### src/rtl/fx_pkg.sv
// Shared fixed-point math constants, divider FSM states and saturation limits.
package fx_pkg;

    localparam int FX_WIDTH = 32;
    localparam int FX_QINT  = 16;

    typedef enum logic [1:0] {
        IDLE = 2'd0,
        CALC = 2'd1,
        FIN  = 2'd2
    } fx_state_e;

    function automatic logic [63:0] fx_max(int width);
        return (64'd1 << (width - 1)) - 64'd1;
    endfunction

    function automatic logic [63:0] fx_min(int width);
        return 64'd1 << (width - 1);
    endfunction

endpackage

### src/rtl/fx_div_if.sv
// Start/done pulse handshake bundle for fx_div, plus a debug view of the FSM state.
interface fx_div_if
    import fx_pkg::*;
#(
    parameter int WIDTH = FX_WIDTH
);
    // start is a one-cycle request taken only when busy is low; done is a one-cycle
    // completion pulse with result/ovf/dbz valid; result holds until the next done.
    logic             start;
    logic [WIDTH-1:0] a;
    logic [WIDTH-1:0] b;
    logic             busy;
    logic [WIDTH-1:0] result;
    logic             done;
    logic             ovf;
    logic             dbz;
    fx_state_e        dbg_state;

    modport master (output start, a, b, input busy, result, done, ovf, dbz, dbg_state);
    modport slave  (input start, a, b, output busy, result, done, ovf, dbz, dbg_state);
endinterface

### src/rtl/fx_div_step.sv
// One combinational restoring-division step: shift in a dividend bit, subtract if it fits.
module fx_div_step #(
    parameter int WIDTH = 32
) (
    input  logic [WIDTH-1:0] rem_in,
    input  logic             dvd_bit,
    input  logic [WIDTH-1:0] divisor,
    output logic [WIDTH-1:0] rem_out,
    output logic             q_bit
);
    logic [WIDTH:0]   shifted;
    logic [WIDTH-1:0] diff;

    // The true difference is below 2^WIDTH whenever it is taken, so modulo arithmetic is exact.
    always_comb begin
        shifted = {rem_in, dvd_bit};
        q_bit   = (shifted >= {1'b0, divisor});
        diff    = shifted[WIDTH-1:0] - divisor;
        rem_out = q_bit ? diff : shifted[WIDTH-1:0];
    end
endmodule

### src/rtl/fx_div.sv
// Iterative signed Q-format divider, one quotient bit per cycle.
// Define FX_DIV_SAT_EN to saturate on overflow instead of wrapping.
module fx_div
    import fx_pkg::*;
#(
    parameter int WIDTH = FX_WIDTH,
    parameter int QINT  = FX_QINT
) (
    input logic     clk,
    input logic     rst_n,
    fx_div_if.slave dif
);
    localparam int QFRAC = WIDTH - QINT;
    localparam int N     = WIDTH + QFRAC;
    localparam int CW    = $clog2(N + 1);

    localparam logic [63:0]      MAX64   = fx_max(WIDTH);
    localparam logic [63:0]      MIN64   = fx_min(WIDTH);
    localparam logic [WIDTH-1:0] RES_MAX = MAX64[WIDTH-1:0];
    localparam logic [WIDTH-1:0] RES_MIN = MIN64[WIDTH-1:0];
    localparam logic [N-1:0]     POS_LIM = {{(N-WIDTH+1){1'b0}}, {(WIDTH-1){1'b1}}};
    localparam logic [N-1:0]     NEG_LIM = {{(N-WIDTH){1'b0}}, 1'b1, {(WIDTH-1){1'b0}}};

    fx_state_e        state_q, state_d;
    logic [WIDTH-1:0] rem_q, rem_d;
    logic [N-1:0]     dvd_q, dvd_d;
    logic [N-1:0]     quo_q, quo_d;
    logic [CW-1:0]    cnt_q, cnt_d;
    logic [WIDTH-1:0] div_q, div_d;
    logic             sign_q, sign_d;
    logic             zdiv_q, zdiv_d;
    logic [WIDTH-1:0] result_q, result_d;
    logic             done_q, done_d;
    logic             ovf_q, ovf_d;
    logic             dbz_q, dbz_d;

    logic [WIDTH-1:0] step_rem;
    logic             step_bit;
    logic [WIDTH-1:0] wrap_res;
    logic             ovf_cond;

    function automatic logic [WIDTH-1:0] abs_val(logic [WIDTH-1:0] x);
        // The most negative value maps onto itself, which is its exact unsigned magnitude.
        return x[WIDTH-1] ? (~x + 1'b1) : x;
    endfunction

    fx_div_step #(.WIDTH(WIDTH)) u_step (
        .rem_in  (rem_q),
        .dvd_bit (dvd_q[N-1]),
        .divisor (div_q),
        .rem_out (step_rem),
        .q_bit   (step_bit)
    );

    always_comb begin
        state_d  = state_q;
        rem_d    = rem_q;
        dvd_d    = dvd_q;
        quo_d    = quo_q;
        cnt_d    = cnt_q;
        div_d    = div_q;
        sign_d   = sign_q;
        zdiv_d   = zdiv_q;
        result_d = result_q;
        done_d   = 1'b0;
        ovf_d    = 1'b0;
        dbz_d    = 1'b0;
        wrap_res = sign_q ? (~quo_q[WIDTH-1:0] + 1'b1) : quo_q[WIDTH-1:0];
        ovf_cond = sign_q ? (quo_q > NEG_LIM) : (quo_q > POS_LIM);

        case (state_q)
            IDLE: begin
                if (dif.start) begin
                    sign_d  = dif.a[WIDTH-1] ^ dif.b[WIDTH-1];
                    zdiv_d  = (dif.b == '0);
                    div_d   = abs_val(dif.b);
                    dvd_d   = {abs_val(dif.a), {QFRAC{1'b0}}};
                    rem_d   = '0;
                    quo_d   = '0;
                    cnt_d   = CW'(N);
                    state_d = CALC;
                end
            end
            CALC: begin
                rem_d = step_rem;
                dvd_d = {dvd_q[N-2:0], 1'b0};
                quo_d = {quo_q[N-2:0], step_bit};
                cnt_d = cnt_q - 1'b1;
                if (cnt_q == CW'(1)) begin
                    state_d = FIN;
                end
            end
            FIN: begin
                if (zdiv_q) begin
                    // b was zero, so sign_q is just the sign of a.
                    result_d = sign_q ? RES_MIN : RES_MAX;
                    dbz_d    = 1'b1;
                end else begin
                    ovf_d = ovf_cond;
`ifdef FX_DIV_SAT_EN
                    result_d = ovf_cond ? (sign_q ? RES_MIN : RES_MAX) : wrap_res;
`else
                    result_d = wrap_res;
`endif
                end
                done_d  = 1'b1;
                state_d = IDLE;
            end
            default: state_d = IDLE;
        endcase
    end

    always_ff @(posedge clk) begin
        if (!rst_n) begin
            state_q  <= IDLE;
            rem_q    <= '0;
            dvd_q    <= '0;
            quo_q    <= '0;
            cnt_q    <= '0;
            div_q    <= '0;
            sign_q   <= 1'b0;
            zdiv_q   <= 1'b0;
            result_q <= '0;
            done_q   <= 1'b0;
            ovf_q    <= 1'b0;
            dbz_q    <= 1'b0;
        end else begin
            state_q  <= state_d;
            rem_q    <= rem_d;
            dvd_q    <= dvd_d;
            quo_q    <= quo_d;
            cnt_q    <= cnt_d;
            div_q    <= div_d;
            sign_q   <= sign_d;
            zdiv_q   <= zdiv_d;
            result_q <= result_d;
            done_q   <= done_d;
            ovf_q    <= ovf_d;
            dbz_q    <= dbz_d;
        end
    end

    assign dif.busy      = (state_q != IDLE);
    assign dif.result    = result_q;
    assign dif.done      = done_q;
    assign dif.ovf       = ovf_q;
    assign dif.dbz       = dbz_q;
    assign dif.dbg_state = state_q;
endmodule

### src/flat_wrapper.sv
// flat-port wrapper written by rule: the top's interface ports become plain ports
module fx_div_flat import fx_pkg::*;
#(
    parameter int WIDTH = FX_WIDTH,
    parameter int QINT  = FX_QINT
)
  (clk, rst_n, dif_start, dif_a, dif_b, dif_busy, dif_result, dif_done, dif_ovf, dif_dbz, dif_dbg_state);
  fx_div_if #(.WIDTH(WIDTH)) dif_i ();
  input logic clk;
  input logic rst_n;
  input wire logic [$bits(dif_i.start)-1:0] dif_start;
  input wire logic [$bits(dif_i.a)-1:0] dif_a;
  input wire logic [$bits(dif_i.b)-1:0] dif_b;
  output wire logic [$bits(dif_i.busy)-1:0] dif_busy;
  output wire logic [$bits(dif_i.result)-1:0] dif_result;
  output wire logic [$bits(dif_i.done)-1:0] dif_done;
  output wire logic [$bits(dif_i.ovf)-1:0] dif_ovf;
  output wire logic [$bits(dif_i.dbz)-1:0] dif_dbz;
  output wire logic [$bits(dif_i.dbg_state)-1:0] dif_dbg_state;
  assign dif_i.start = dif_start;
  assign dif_i.a = dif_a;
  assign dif_i.b = dif_b;
  assign dif_busy = dif_i.busy;
  assign dif_result = dif_i.result;
  assign dif_done = dif_i.done;
  assign dif_ovf = dif_i.ovf;
  assign dif_dbz = dif_i.dbz;
  assign dif_dbg_state = dif_i.dbg_state;
  fx_div #(.WIDTH(WIDTH), .QINT(QINT)) u_core (.clk(clk), .rst_n(rst_n), .dif(dif_i));
endmodule
### config.mk
export PLATFORM = sky130hd
export DESIGN_NAME = fx_div_flat
export DESIGN_NICKNAME = d
export VERILOG_FILES = /design/src/rtl/fx_pkg.sv /design/src/rtl/fx_div_if.sv /design/src/rtl/fx_div_step.sv /design/src/rtl/fx_div.sv /design/src/flat_wrapper.sv
export SDC_FILE = /design/constraint.sdc
export NUM_CORES = 1
export LEC_CHECK = 0
export ABC_AREA = 0
export CAP_MARGIN = 40
export CORE_AREA = 2 2 153 155
export DETAILED_ROUTE_END_ITERATION = 12
export DIE_AREA = 0 0 155 157
export PLACE_DENSITY = 0.73
export SLEW_MARGIN = 0
export SYNTH_ARGS = -nofsm -noshare
export SYNTH_HDL_FRONTEND = slang
export SYNTH_SLANG_ARGS = --single-unit
### constraint.sdc
create_clock -name clk -period 3.6 [get_ports clk]
set_input_delay 0.72 -clock clk [delete_from_list [all_inputs] [get_ports clk]]
set_output_delay 0.72 -clock clk [all_outputs]
set_load 0.02 [all_outputs]
==> out/summary.txt, run 1 <==
========================================================================================================
Root buffer cell                                                                            sky130_fd_sc_hd__clkbuf_16
Cell type with the highest aggregate area in the netlist                                    sky130_fd_sc_hd__dfxtp_1
Placement row count                                                                                   55
Slew headroom                                                                                      45.0%
Count of routing violations after the opening detailed-route iteration                               624
Number of antenna violations at the first check in global routing                                      0
Kind of end point of the critical path                                                              flop
Critical path launch point type                                                             primary input
Vias in the first global route                                                                      9264
Fraction of the cycle the final worst path needs                                                   93.4%
CTS tree                                                                                           built
Starting density of the core                                                                       48.6%
Netlist area before placement                                                                  10900 um2
Total gr overflow                                                                                      0
Final Critical Period                                                                            3360 ps
Final GP Congestion                                                                                0.895
Worst setup slack after layout                                                                    237 ps
Result of the run                                                                           finished, final reports clean
Final net count                                                                                     1487
EDFF count, synth                                                                                      0
Area after detailed placement                                                                  12300 um2
Crit-path max FO                                                                                       8
Top-Level Pins                                                                                       105
Unrepaired setup endpoints after global routing                                                    false
Detail Route Antenna Nets                                                                              0
Total power divided by cell area                                                              392 nW/um2
Fraction of synthesized cell area taken by the top area cell type                                  34.6%
Slew of the pin with the lowest slew margin                                                       823 ps
Post-DP HPWL                                                                                     19.8 mm
Achievable frequency                                                                             297 MHz
Syn. warnings                                                                                          0
Top area cells in the synthesized netlist                                                   sky130_fd_sc_hd__dfxtp_1 (35%), sky130_fd_sc_hd__o21ai_0 (5.6%), sky130_fd_sc_hd__xor2_1 (4.5%), sky130_fd_sc_hd__nand2_1 (4.4%), sky130_fd_sc_hd__a22o_1 (4.4%)
Top FF cell, synth                                                                          sky130_fd_sc_hd__dfxtp_1
Post-Route Skew                                                                                  11.5 ps
Sequential element share of the synthesized area                                                   34.6%
Static power due to leakage                                                                      5.44 nW
Layout Utilization                                                                                 57.4%
Count of different cell masters after synthesis                                                       67
Number of cells upsized or downsized after cts                                                         0
Routed wire per std cell                                                                         16.5 um
Mean number of vias per cell                                                                        5.93
Number of filler instances in the final layout                                                      2004
Die area                                                                                       24300 um2
H-tree depth                                                                                           4
Min-Delay Path Class                                                                          reg -> reg
Peak VDD IR                                                                                     0.275 mV
Global-route wire length before repair                                                           46.4 mm
Cts-stage hold buffer count                                                                            0
Clock buffer count from CTS                                                                           17
Layout cell share with drive strength beyond 1                                                     6.95%
Startpoint-to-endpoint class of the critical path                                              in -> reg
Mapped Nets                                                                                         1415
Number of design rule violations left after detail routing                                             0
Vias                                                                                                9955
Async set or reset register ratio after synthesis                                                     0%
Latest clock arrival within the worst-skew pair                                                   440 ps
Port buffer count                                                                                    104
Total global routing track utilization                                                             23.1%
Average instance area after synthesis                                                           8.34 um2
Pre-Repair DR Iteration Count                                                                          5
Final setup viols                                                                                      0
Die height                                                                                        157 um
Layout area overhead                                                                               18.3%
Core box area                                                                                  22500 um2
Diodes inserted                                                                                        0
Max Cap Violations                                                                                     0
Maximum number of pins on one net before global-route repair                                          87
Number of setup buffers added after CTS                                                                0
Number of hold violations in the final report                                                          0
Post-placement setup slack                                                                       -226 ps
Post-detailed-routing wire length                                                                27.8 mm
CP Data Required Time                                                                            3930 ps
Flip-flop and latch count after synthesis                                                            189
# clock sinks                                                                                        189
Final cell area excluding filler cells                                                         12900 um2
Cells after synthesis                                                                               1310
Signal arrival time at the worst endpoint                                                        3690 ps
Max-slew violation total from the final report                                                         0
Post-CTS clock slew at the launch and capture registers of the worst setup and hold paths          80 ps
Die width                                                                                         155 um
Maximum number of buffers from clock root to sink                                                      2
========================================================================================================
[where the power goes]
part,switching (mW),internal (mW)
Combinational,0.516,0.388
Sequential,0.0580,2.17
Clock,0.926,1.00
Total,1.50,3.56
[per-stage QoR]
stage | total power [mW] | hold slack [ps] | instances | TNS (ps)
2_1_floorplan | 2.87 | 441 | 1310 | 0
4_1_cts | 5.08 | 473 | 1680 | 0
3_5_place_dp | 3.17 | 464 | 1648 | -891
3_3_place_gp | 3.15 | 457 | 1645 | -436
5_1_grt | 5.29 | 511 | 1680 | 0
6_report | 5.06 | 473 | 1680 | 0
[logic make-up (layout without fill, tap and decap cells)]
group	Yosys count	count (layout)	share of synthesized area, %
adder cells (fa/ha/maj)	38	38	4.42
multiplexers	25	25	2.31
flip-flops	189	189	34.6
buffers and inverters	140	225	4.85
AO/OA/AOI/OAI	457	457	29.2
XOR/XNOR	91	91	7.29
AND/OR/NAND/NOR	370	370	17.3
[area by class of cell]
| cell class | count | area [um2] | area share, % |
|---|---|---|---|
| Clock inverter | 13 | 170 | 1.32 |
| Clock buffer | 19 | 433 | 3.35 |
| Tap cell | 285 | 357 | 2.76 |
| Multi-Input combinational cell | 981 | 6630 | 51.3 |
| Timing Repair Buffer | 142 | 1360 | 10.5 |
| Sequential cell | 189 | 3780 | 29.3 |
| Inverter | 51 | 191 | 1.48 |
[routing by layer]
| metal | routed length, um | track usage (%) | vias to the layer above |
|---|---|---|---|
| met1 | 13600 | 32.7 | 4759 |
| met4 | 380 | 6.35 | 0 |
| met2 | 12500 | 36.1 | 225 |
| li1 | - | - | 4940 |
| met3 | 1260 | 3.99 | 31 |
| met5 | 0 | 0 | - |
[cell usage after synthesis, types with 4 or more instances]
library cell and n:
sky130_fd_sc_hd__a32oi_1 5, sky130_fd_sc_hd__and2_1 26, sky130_fd_sc_hd__nand2_1 129, sky130_fd_sc_hd__o211ai_1 6, sky130_fd_sc_hd__clkbuf_1 76, sky130_fd_sc_hd__buf_1 9, sky130_fd_sc_hd__nand2b_1 13, sky130_fd_sc_hd__o21ai_0 122
sky130_fd_sc_hd__nand4_1 11, sky130_fd_sc_hd__o21a_1 4, sky130_fd_sc_hd__o31ai_1 16, sky130_fd_sc_hd__or4_1 8, sky130_fd_sc_hd__dfxtp_1 189, sky130_fd_sc_hd__nor2_1 48, sky130_fd_sc_hd__a21oi_1 85, sky130_fd_sc_hd__a21o_1 21
sky130_fd_sc_hd__xnor2_1 35, sky130_fd_sc_hd__a221oi_1 7, sky130_fd_sc_hd__a211o_1 14, sky130_fd_sc_hd__ha_1 37, sky130_fd_sc_hd__buf_2 4, sky130_fd_sc_hd__inv_1 51, sky130_fd_sc_hd__a31oi_1 4, sky130_fd_sc_hd__nand3_1 22
sky130_fd_sc_hd__o211a_1 34, sky130_fd_sc_hd__or3_1 12, sky130_fd_sc_hd__o221ai_1 8, sky130_fd_sc_hd__or2_2 6, sky130_fd_sc_hd__xor2_1 56, sky130_fd_sc_hd__nor2b_1 30, sky130_fd_sc_hd__a211oi_1 13, sky130_fd_sc_hd__mux2i_1 23
sky130_fd_sc_hd__a21boi_0 15, sky130_fd_sc_hd__nor4_1 14, sky130_fd_sc_hd__o41ai_1 11, sky130_fd_sc_hd__a22oi_1 15, sky130_fd_sc_hd__nor3_1 22, sky130_fd_sc_hd__and3_1 13, sky130_fd_sc_hd__a22o_1 55
[final timing paths]
check              startpoint                to  slack (ps)  cells after the start
min          u_core.dvd_q[18]  u_core.dvd_q[18]         470                      2
max                  dif_a[4]  u_core.dvd_q[44]         240                     11
min reg2reg  u_core.dvd_q[18]  u_core.dvd_q[18]         470                      2
max reg2reg  u_core.div_q[29]   u_core.rem_q[1]         470                     11
[worst max-delay path, stage by stage]
cell	delay, ps
sky130_fd_sc_hd__clkdlybuf4s50_1	420
sky130_fd_sc_hd__or4_4	570
sky130_fd_sc_hd__nor4_4	180
sky130_fd_sc_hd__or4b_1	470
sky130_fd_sc_hd__or4_1	410
sky130_fd_sc_hd__buf_4	180
sky130_fd_sc_hd__nand3b_4	170
sky130_fd_sc_hd__o31ai_4	190
sky130_fd_sc_hd__xnor2_1	100
sky130_fd_sc_hd__a221oi_2	220
sky130_fd_sc_hd__nor2b_1	70
[flip-flops by register name, indices dropped and copies added, names as in the netlist]
| name | cells |
|---|---|
| u_core.dif.result | 32 |
| u_core.dvd_q | 32 |
| u_core.zdiv_q | 1 |
| u_core.quo_q | 48 |
| u_core.dif.dbg_state | 2 |
| u_core.div_q | 32 |
| u_core.dif.dbz | 1 |
| u_core.dif.ovf | 1 |
| u_core.sign_q | 1 |
| u_core.cnt_q | 6 |
| u_core.dif.done | 1 |
| u_core.rem_q | 32 |
[placed cells by master, fill, tap and decap left out, drive strengths merged, types with 14 or more instances in the layout]
cell type      netlist  routed
mux2i               23      23
nand2              129     129
a21boi              15      15
clkdlybuf4s50        0     103
o211a               34      34
clkbuf              76      19
xnor2               35      35
o31ai               17      17
dfxtp              189     189
nor2                48      48
nand3               22      22
nor2b               30      30
a21oi               85      85
a21o                21      21
inv                 51      58
nor3                22      22
nor4                17      17
xor2                56      56
ha                  37      37
a22oi               15      15
a211o               14      14
buf                 13      39
o21ai              122     122
a22o                55      55
and2                26      26
(Power assumes the default switching activity.)
==> inputs of run 2 (changes only) <==
--- a/config.mk
+++ b/config.mk
@@ -7,11 +7,12 @@
 export LEC_CHECK = 0
 export ABC_AREA = 0
 export CAP_MARGIN = 40
-export CORE_AREA = 2 2 153 155
+export CORE_AREA = 2 2 157 159
 export DETAILED_ROUTE_END_ITERATION = 12
-export DIE_AREA = 0 0 155 157
-export PLACE_DENSITY = 0.73
+export DIE_AREA = 0 0 159 161
+export PLACE_DENSITY = 0.75
 export SLEW_MARGIN = 0
 export SYNTH_ARGS = -nofsm -noshare
 export SYNTH_HDL_FRONTEND = slang
+export SYNTH_HIERARCHICAL = 1
 export SYNTH_SLANG_ARGS = --single-unit
==> constraint.sdc (replaced) <==
create_clock -name clk -period 2.9 [get_ports clk]
set_input_delay 0.58 -clock clk [delete_from_list [all_inputs] [get_ports clk]]
set_output_delay 0.58 -clock clk [all_outputs]
set_load 0.02 [all_outputs]
==> run 2 against run 1 <==
Compared with the run above: non-clock buffer count grew 45; worst hold slack lost 13 ps; synthesized area grew 5.4%; register-to-register slack lost 460 ps; synthesized cell count grew 6.2%; final area grew 8.8%; power grew to 2.9 times the previous value; core utilization grew 1.2 points.
==> out/summary.txt, run 2 <==
========================================================================================================
Cell type with the highest aggregate area in the netlist                                    sky130_fd_sc_hd__dfxtp_1
Compound-Gate Fraction of Synth Area                                                               26.1%   -3.1 points
Number of hold violations in the final report                                                          0   unchanged
Worst hold path startpoint                                                                  u_core/dvd_q[18]
Simple-gate share of the synthesized area                                                          21.1%   +3.7 points
Cell types with the highest counts after synthesis                                          sky130_fd_sc_hd__dfxtp_1 (189), sky130_fd_sc_hd__nor2_1 (121), sky130_fd_sc_hd__a21oi_1 (92), sky130_fd_sc_hd__nand2_1 (89)
Die width                                                                                         159 um   +2.6%
Sequential element share of the synthesized area                                                   32.9%   -1.8 points
Count of routing violations after the opening detailed-route iteration                               958   +54%
Maximum number of buffers from clock root to sink                                                      2   unchanged
Final net count                                                                                     1602   +7.7%
Worst R2R Start                                                                             u_core/div_q[2]
Core box area                                                                                  24000 um2   +6.5%
Flip-flop and latch count after synthesis                                                            189   unchanged
H-tree depth                                                                                           4   unchanged
Crit-path max FO                                                                                       5   -3
Reg2reg end                                                                                 u_core/rem_q[28]
Signal arrival time at the worst endpoint                                                        3220 ps   -470 ps
Async set or reset register ratio after synthesis                                                     0%   unchanged
Starting density of the core                                                                       48.1%   -0.50 points
Most numerous cell in the Yosys netlist                                                     sky130_fd_sc_hd__dfxtp_1
Static power due to leakage                                                                      5.46 nW   +0.41%
EDFF count, synth                                                                                      0   unchanged
Clock buffer count from CTS                                                                           17   unchanged
Post-placement setup slack                                                                      -69.9 ps   +156 ps
Netlist area before placement                                                                  11500 um2   +5.4%
Worst hold endpoint                                                                         u_core/dvd_q[18]
CTS tree                                                                                           built
Layout cell share with drive strength beyond 1                                                     14.8%   +7.8 points
Mapped Nets                                                                                         1496   +5.7%
Final cell area excluding filler cells                                                         14100 um2   +8.8%
Number of cells traversed by the worst register-to-register path                                      12   +1
Achievable frequency                                                                             346 MHz
Max Cap Violations                                                                                     0   unchanged
Unrepaired setup endpoints after global routing                                                     true
Fraction of synthesized cell area taken by the top area cell type                                  32.9%   -1.8 points
Max-slew violation total from the final report                                                         0   unchanged
Post-synthesis share of cell area spent on xor and xnor gates                                      4.64%   -2.7 points
Top FF cell, synth                                                                          sky130_fd_sc_hd__dfxtp_1
Post-detailed-routing wire length                                                                32.2 mm   +16%
Commonest non-fill, non-tap cell in the layout                                              sky130_fd_sc_hd__dfxtp_1
Final GP Congestion                                                                                0.929   +3.8%
Slew headroom                                                                                      44.6%   -0.39 points
Multiplexer fraction of the synthesized cell area                                                  5.21%   +2.9 points
Post-CTS clock slew at the launch and capture registers of the worst setup and hold paths          70 ps   about the same
Mean number of vias per cell                                                                        6.15   +3.8%
Cts-stage hold buffer count                                                                            0   unchanged
Kind of end point of the critical path                                                              flop
Result of the run                                                                           finished, final reports clean
Average instance area after synthesis                                                           8.28 um2   -0.74%
Main combinational cell family by area after synthesis                                      compound AO/OA/AOI/OAI gates
Total power divided by cell area                                                             1050 nW/um2   +170%
# clock sinks                                                                                        189   unchanged
Worst Hold Path Cells                                                                                  2   unchanged
Slew of the pin with the lowest slew margin                                                       830 ps   +7.58 ps
Port buffer count                                                                                    104   unchanged
Final setup viols                                                                                      0   unchanged
Syn. warnings                                                                                          6   +6
Die height                                                                                        161 um   +2.5%
FF-to-FF setup slack                                                                               10 ps   -460 ps
Total gr overflow                                                                                      0   unchanged
Placement row count                                                                                   57   +3.6%
Critical path launch point type                                                                     flop
Area after detailed placement                                                                  13200 um2   +6.8%
Die area                                                                                       25600 um2   +5.2%
Top-Level Pins                                                                                       105   unchanged
Adder-cell area share of the yosys netlist                                                         4.19%   -0.23 points
Global-route wire length before repair                                                           51.9 mm   +12%
Detail Route Antenna Nets                                                                              0   unchanged
Top area cells in the synthesized netlist                                                   sky130_fd_sc_hd__dfxtp_1 (33%), sky130_fd_sc_hd__a22o_1 (5.9%), sky130_fd_sc_hd__ha_1 (4.0%), sky130_fd_sc_hd__a21oi_1 (4.0%), sky130_fd_sc_hd__nor2_1 (3.9%)
Maximum number of pins on one net before global-route repair                                          60   -31%
Post-Route Skew                                                                                  12.4 ps   +0.900 ps
Total global routing track utilization                                                             24.2%   +1.1 points
Peak VDD IR                                                                                     0.831 mV   +200%
Count of different cell masters after synthesis                                                       84   +25%
Pre-Repair DR Iteration Count                                                                          5   unchanged
Total Power                                                                                      14.7 mW   +190%
Worst setup slack after layout                                                                   11.9 ps   -225 ps
Latest clock arrival within the worst-skew pair                                                   440 ps   about the same
Fraction of the cycle the final worst path needs                                                   99.6%
Cells after synthesis                                                                               1391   +6.2%
Min-Delay Path Class                                                                          reg -> reg
Worst hold margin                                                                                 460 ps   -12.9 ps
Number of antenna violations at the first check in global routing                                      2   +2
Routed wire per std cell                                                                         17.5 um   +6.2%
Vias in the first global route                                                                     10400   +12%
CP Data Required Time                                                                            3230 ps   -700 ps
Number of design rule violations left after detail routing                                             0   unchanged
Number of flip-flops under the largest register name                                                  48   unchanged
Vias                                                                                               11300   +13%
Final Critical Period                                                                            2890 ps
Startpoint-to-endpoint class of the critical path                                             reg -> reg
Top register by number of flip-flops                                                        u_core/quo_q
Post-DP HPWL                                                                                     22.7 mm   +14%
Most used cells in the layout excluding fill and tap cells                                  sky130_fd_sc_hd__dfxtp_1 (184), sky130_fd_sc_hd__nor2_1 (119), sky130_fd_sc_hd__clkdlybuf4s50_1 (104)
Root buffer cell                                                                            sky130_fd_sc_hd__clkbuf_16
Layout area overhead                                                                               22.0%
========================================================================================================
## run 2: cell types whose count changed in the layout (fill, tap and decap cells not counted), moves of 17 or more
cell and change:
sky130_fd_sc_hd__nor3_1 +29, sky130_fd_sc_hd__mux2_2 +17, sky130_fd_sc_hd__and2_1 -22, sky130_fd_sc_hd__o211a_1 -34
sky130_fd_sc_hd__o21ai_0 -59, sky130_fd_sc_hd__buf_4 +40, sky130_fd_sc_hd__nand2_1 -40, sky130_fd_sc_hd__nand4_1 +18
sky130_fd_sc_hd__xor2_1 -26, sky130_fd_sc_hd__o22ai_1 +22, sky130_fd_sc_hd__nor2b_1 -22, sky130_fd_sc_hd__nor2_1 +72
sky130_fd_sc_hd__a22o_1 +22
## run 2: worst max path at each step
stage,startpoint,to,slack [ps],cells after the start
floorplan,u_core/div_q[10],u_core/rem_q[21],-60,15
global placement,u_core/dvd_q[47],u_core/rem_q[30],30,12
detailed placement,u_core/dvd_q[47],u_core/rem_q[30],-70,12
CTS,u_core/dvd_q[47],u_core/rem_q[30],10,12
global route,u_core/div_q[28],u_core/rem_q[6],-110,11
finish,u_core/div_q[2],u_core/rem_q[28],10,12
## run 2: final cells by class
class / count / area, um2
multi-input cells: 1043 / 7260
diodes: 2 / 5.00
well taps: 324 / 405
inverters: 59 / 226
clock inverters: 15 / 174
flip-flops and latches: 189 / 3790
fillers: 2144 / 9910
clock buffers: 17 / 425
repair buffers: 187 / 1760
## run 2: cells by family (layout without fill, tap and decap cells)
| kind of cell | after synthesis | after routing |
|---|---|---|
| other | 0 | 2 |
| DFF | 189 | 189 |
| adders and majority gates | 38 | 38 |
| buffers and inverters | 159 | 278 |
| xor gates and xnor gates | 61 | 61 |
| muxes | 53 | 53 |
| AOI/OAI and AO/OA | 429 | 429 |
| and+or+nand+nor | 462 | 462 |
## run 2: power breakdown
group / total, mW / leakage [nW] / switching (mW) / internal [mW]
clock network: 2.38 / 0.287 / 1.15 / 1.23
registers: 3.13 / 1.54 / 0.252 / 2.88
logic: 9.20 / 3.64 / 4.39 / 4.81
## run 2: repair_timing
action | in CTS | in global routing
setup endpoints to repair | 27 | 29
cloned | 0 | 3
setup buffers | 1 | 2
gates resized for setup | 7 | 37
pin swaps | 6 | 9
## run 2: stage by stage
stage	cells	TNS (ps)	utilization, %
after floorplan	1391	-506	-
after global routing	1836	-2250	58.7
after global placement	1796	0	54.9
after detailed placement	1796	-139	54.9
after CTS	1829	0	57.6
final	1836	0	58.7
## run 2: layer usage
layer  track usage (%)  up-vias  share of wire, %
met2              38.8      421                45
met4              8.10        0               2.6
met5                 0        -                 0
li1                  -     5428                 -
met1              33.0     5374                45
met3              4.34       69               7.1
## run 2: critical path, cell delays in order, from the launching register on
cell	delay [ps]
sky130_fd_sc_hd__dfxtp_1	330
sky130_fd_sc_hd__inv_1	70
sky130_fd_sc_hd__ha_1	350
sky130_fd_sc_hd__nor2b_1	180
sky130_fd_sc_hd__o31a_1	290
sky130_fd_sc_hd__buf_4	150
sky130_fd_sc_hd__o211ai_1	270
sky130_fd_sc_hd__o2111ai_2	210
sky130_fd_sc_hd__a31o_2	280
sky130_fd_sc_hd__a21oi_2	150
sky130_fd_sc_hd__xnor2_1	80
sky130_fd_sc_hd__mux2_4	260
sky130_fd_sc_hd__a22o_1	190
==> inputs of run 3 (changes only) <==
--- a/config.mk
+++ b/config.mk
@@ -5,13 +5,12 @@
 export SDC_FILE = /design/constraint.sdc
 export NUM_CORES = 1
 export LEC_CHECK = 0
-export ABC_AREA = 0
 export CAP_MARGIN = 40
 export CORE_AREA = 2 2 157 159
 export DETAILED_ROUTE_END_ITERATION = 12
 export DIE_AREA = 0 0 159 161
 export PLACE_DENSITY = 0.75
-export SLEW_MARGIN = 0
+export SLEW_MARGIN = 20
 export SYNTH_ARGS = -nofsm -noshare
 export SYNTH_HDL_FRONTEND = slang
 export SYNTH_HIERARCHICAL = 1
==> results of run 3 <==
No change in the layout: final DEF, timing and power equal those of run 2.
==> RTL edit: new RTL, config.mk and constraints of run 3 <==
`FX_QINT`: 16 -> 8.
--- a/src/rtl/fx_pkg.sv
+++ b/src/rtl/fx_pkg.sv
@@ -3,5 +3,5 @@
 
     localparam int FX_WIDTH = 32;
-    localparam int FX_QINT  = 16;
+    localparam int FX_QINT  = 8;
 
     typedef enum logic [1:0] {
Formal check against the unedited RTL: same outputs for any inputs over 10 cycles, from zero or initial values and one cycle with rst_n low; that may be too few to reach the edited logic, so the function may still have changed.
==> RTL edit against run 3 <==
The flow now finishes with violations (negative setup slack); worst setup slack worse by 34 ps; total power is 25% lower; routed wire length hardly changed; area after synthesis is 0.65% lower; combinational power is 40% lower; final area is 1.6% higher; worst hold slack worse by 0.50 ps; sequential cell count is 8 higher; critical endpoint is now u_core/rem_q[11].
==> RTL edit: results (changes against run 3) <==
* Met2 GRT Util: 40.6% (+1.7 points)
* Filler cell count: 2117 (-1.3%)
- The cell-internal power was 6.99 mW (-22%).
* Worst-case setup slack after placement: -159 ps (-89.3 ps)
- The last weighted congestion value of the routability-driven placer came to 0.914 (-1.7%).
* Crit Reg-Reg Startpoint: u_core/div_q[11]
- Area contributors post-synth: sky130_fd_sc_hd__dfxtp_1 (34%), sky130_fd_sc_hd__a22o_1 (6.8%), sky130_fd_sc_hd__a21oi_1 (4.5%), sky130_fd_sc_hd__ha_1 (4.0%), sky130_fd_sc_hd__xor2_1 (3.6%)
* LEAKAGE: 5.70 nW (+4.4%)
* Violated checks: negative setup slack
* Portion of the layout cell area used by clock cells: 4.28% (+0.018 points)
- Start point of the worst hold path: u_core/dvd_q[26]
- Share of power burned in combinational logic: 50.3% (-12 points)
* Unique cell type count in the Yosys netlist: 78 (-7.1%)
- The proportion of cell area occupied by registers is 27.7% (+0.75 points).
* Routed length per instance: 17.8 um (+1.3%)
* Non-clk buf share: 13.6% (+1.1 points)
- In this run the critical register-to-register path is captured at u_core/rem_q[11].
* Peak supply drop: 0.677 mV (-18%)
- Number of buffers other than clock buffers in the final layout: 209 (+12%)
- The stage delay of the slowest cell on the critical path was 330 ps (-20 ps).
- The flip-flop count of the largest register after layout was 56 (+17%).
- Smallest setup slack after layout: -22.0 ps (-33.9 ps)
- The detail-routed via count per cell is 6.06 (-1.4%).
* Routed via count: 11000 (-2.7%)
* Wire length on met3: 1640 um (-28%)
* Met3 Resource Use GR: 3.90% (-0.44 points)
- The combinational logic power was 5.53 mW (-40%).
- Result of the run: finished with violations
* Total Routing Usage GR: 24.2% (+0.040 points)
- Setup violation total in the final timing report: 20 (+20)
- The placed instance area was 0.0133 sq mm (+0.95%).
- Starting DRC count in detailed routing: 774 (-19%)
- The met1 track utilization from global routing was 32.1% (-0.96 points).
* Worst r2r path cells: 13 (+1)
==> RTL edit: changes by cell type after synthesis, moves of 12 or more <==
cell / change
sky130_fd_sc_hd__and3_1: -13
sky130_fd_sc_hd__nand2_1: -12
sky130_fd_sc_hd__nor3_1: -17
sky130_fd_sc_hd__clkbuf_1: +14
sky130_fd_sc_hd__o21ai_0: +12
sky130_fd_sc_hd__nor2_1: -37
sky130_fd_sc_hd__mux2i_1: -12
sky130_fd_sc_hd__a22o_1: +12
sky130_fd_sc_hd__xor2_1: +17
==> RTL edit: timing repair <==
action                     in CTS  in global routing
gates cloned                    0                  2
setup endpoints to repair      28                 29
buffers inserted                2                  5
resized for setup              11                 52
pin swaps                       4                 12
==> RTL edit: logic make-up after synthesis <==
group                    Yosys count  synth area share (%)
AND/OR/NAND/NOR                  361                  16.2
XOR/XNOR                          81                  6.20
flip-flops                       197                  34.5
multiplexers                      42                  4.30
AO/OA/AOI/OAI                    468                  28.9
buffers and inverters            164                  5.69
adder cells (fa/ha/maj)           38                  4.22
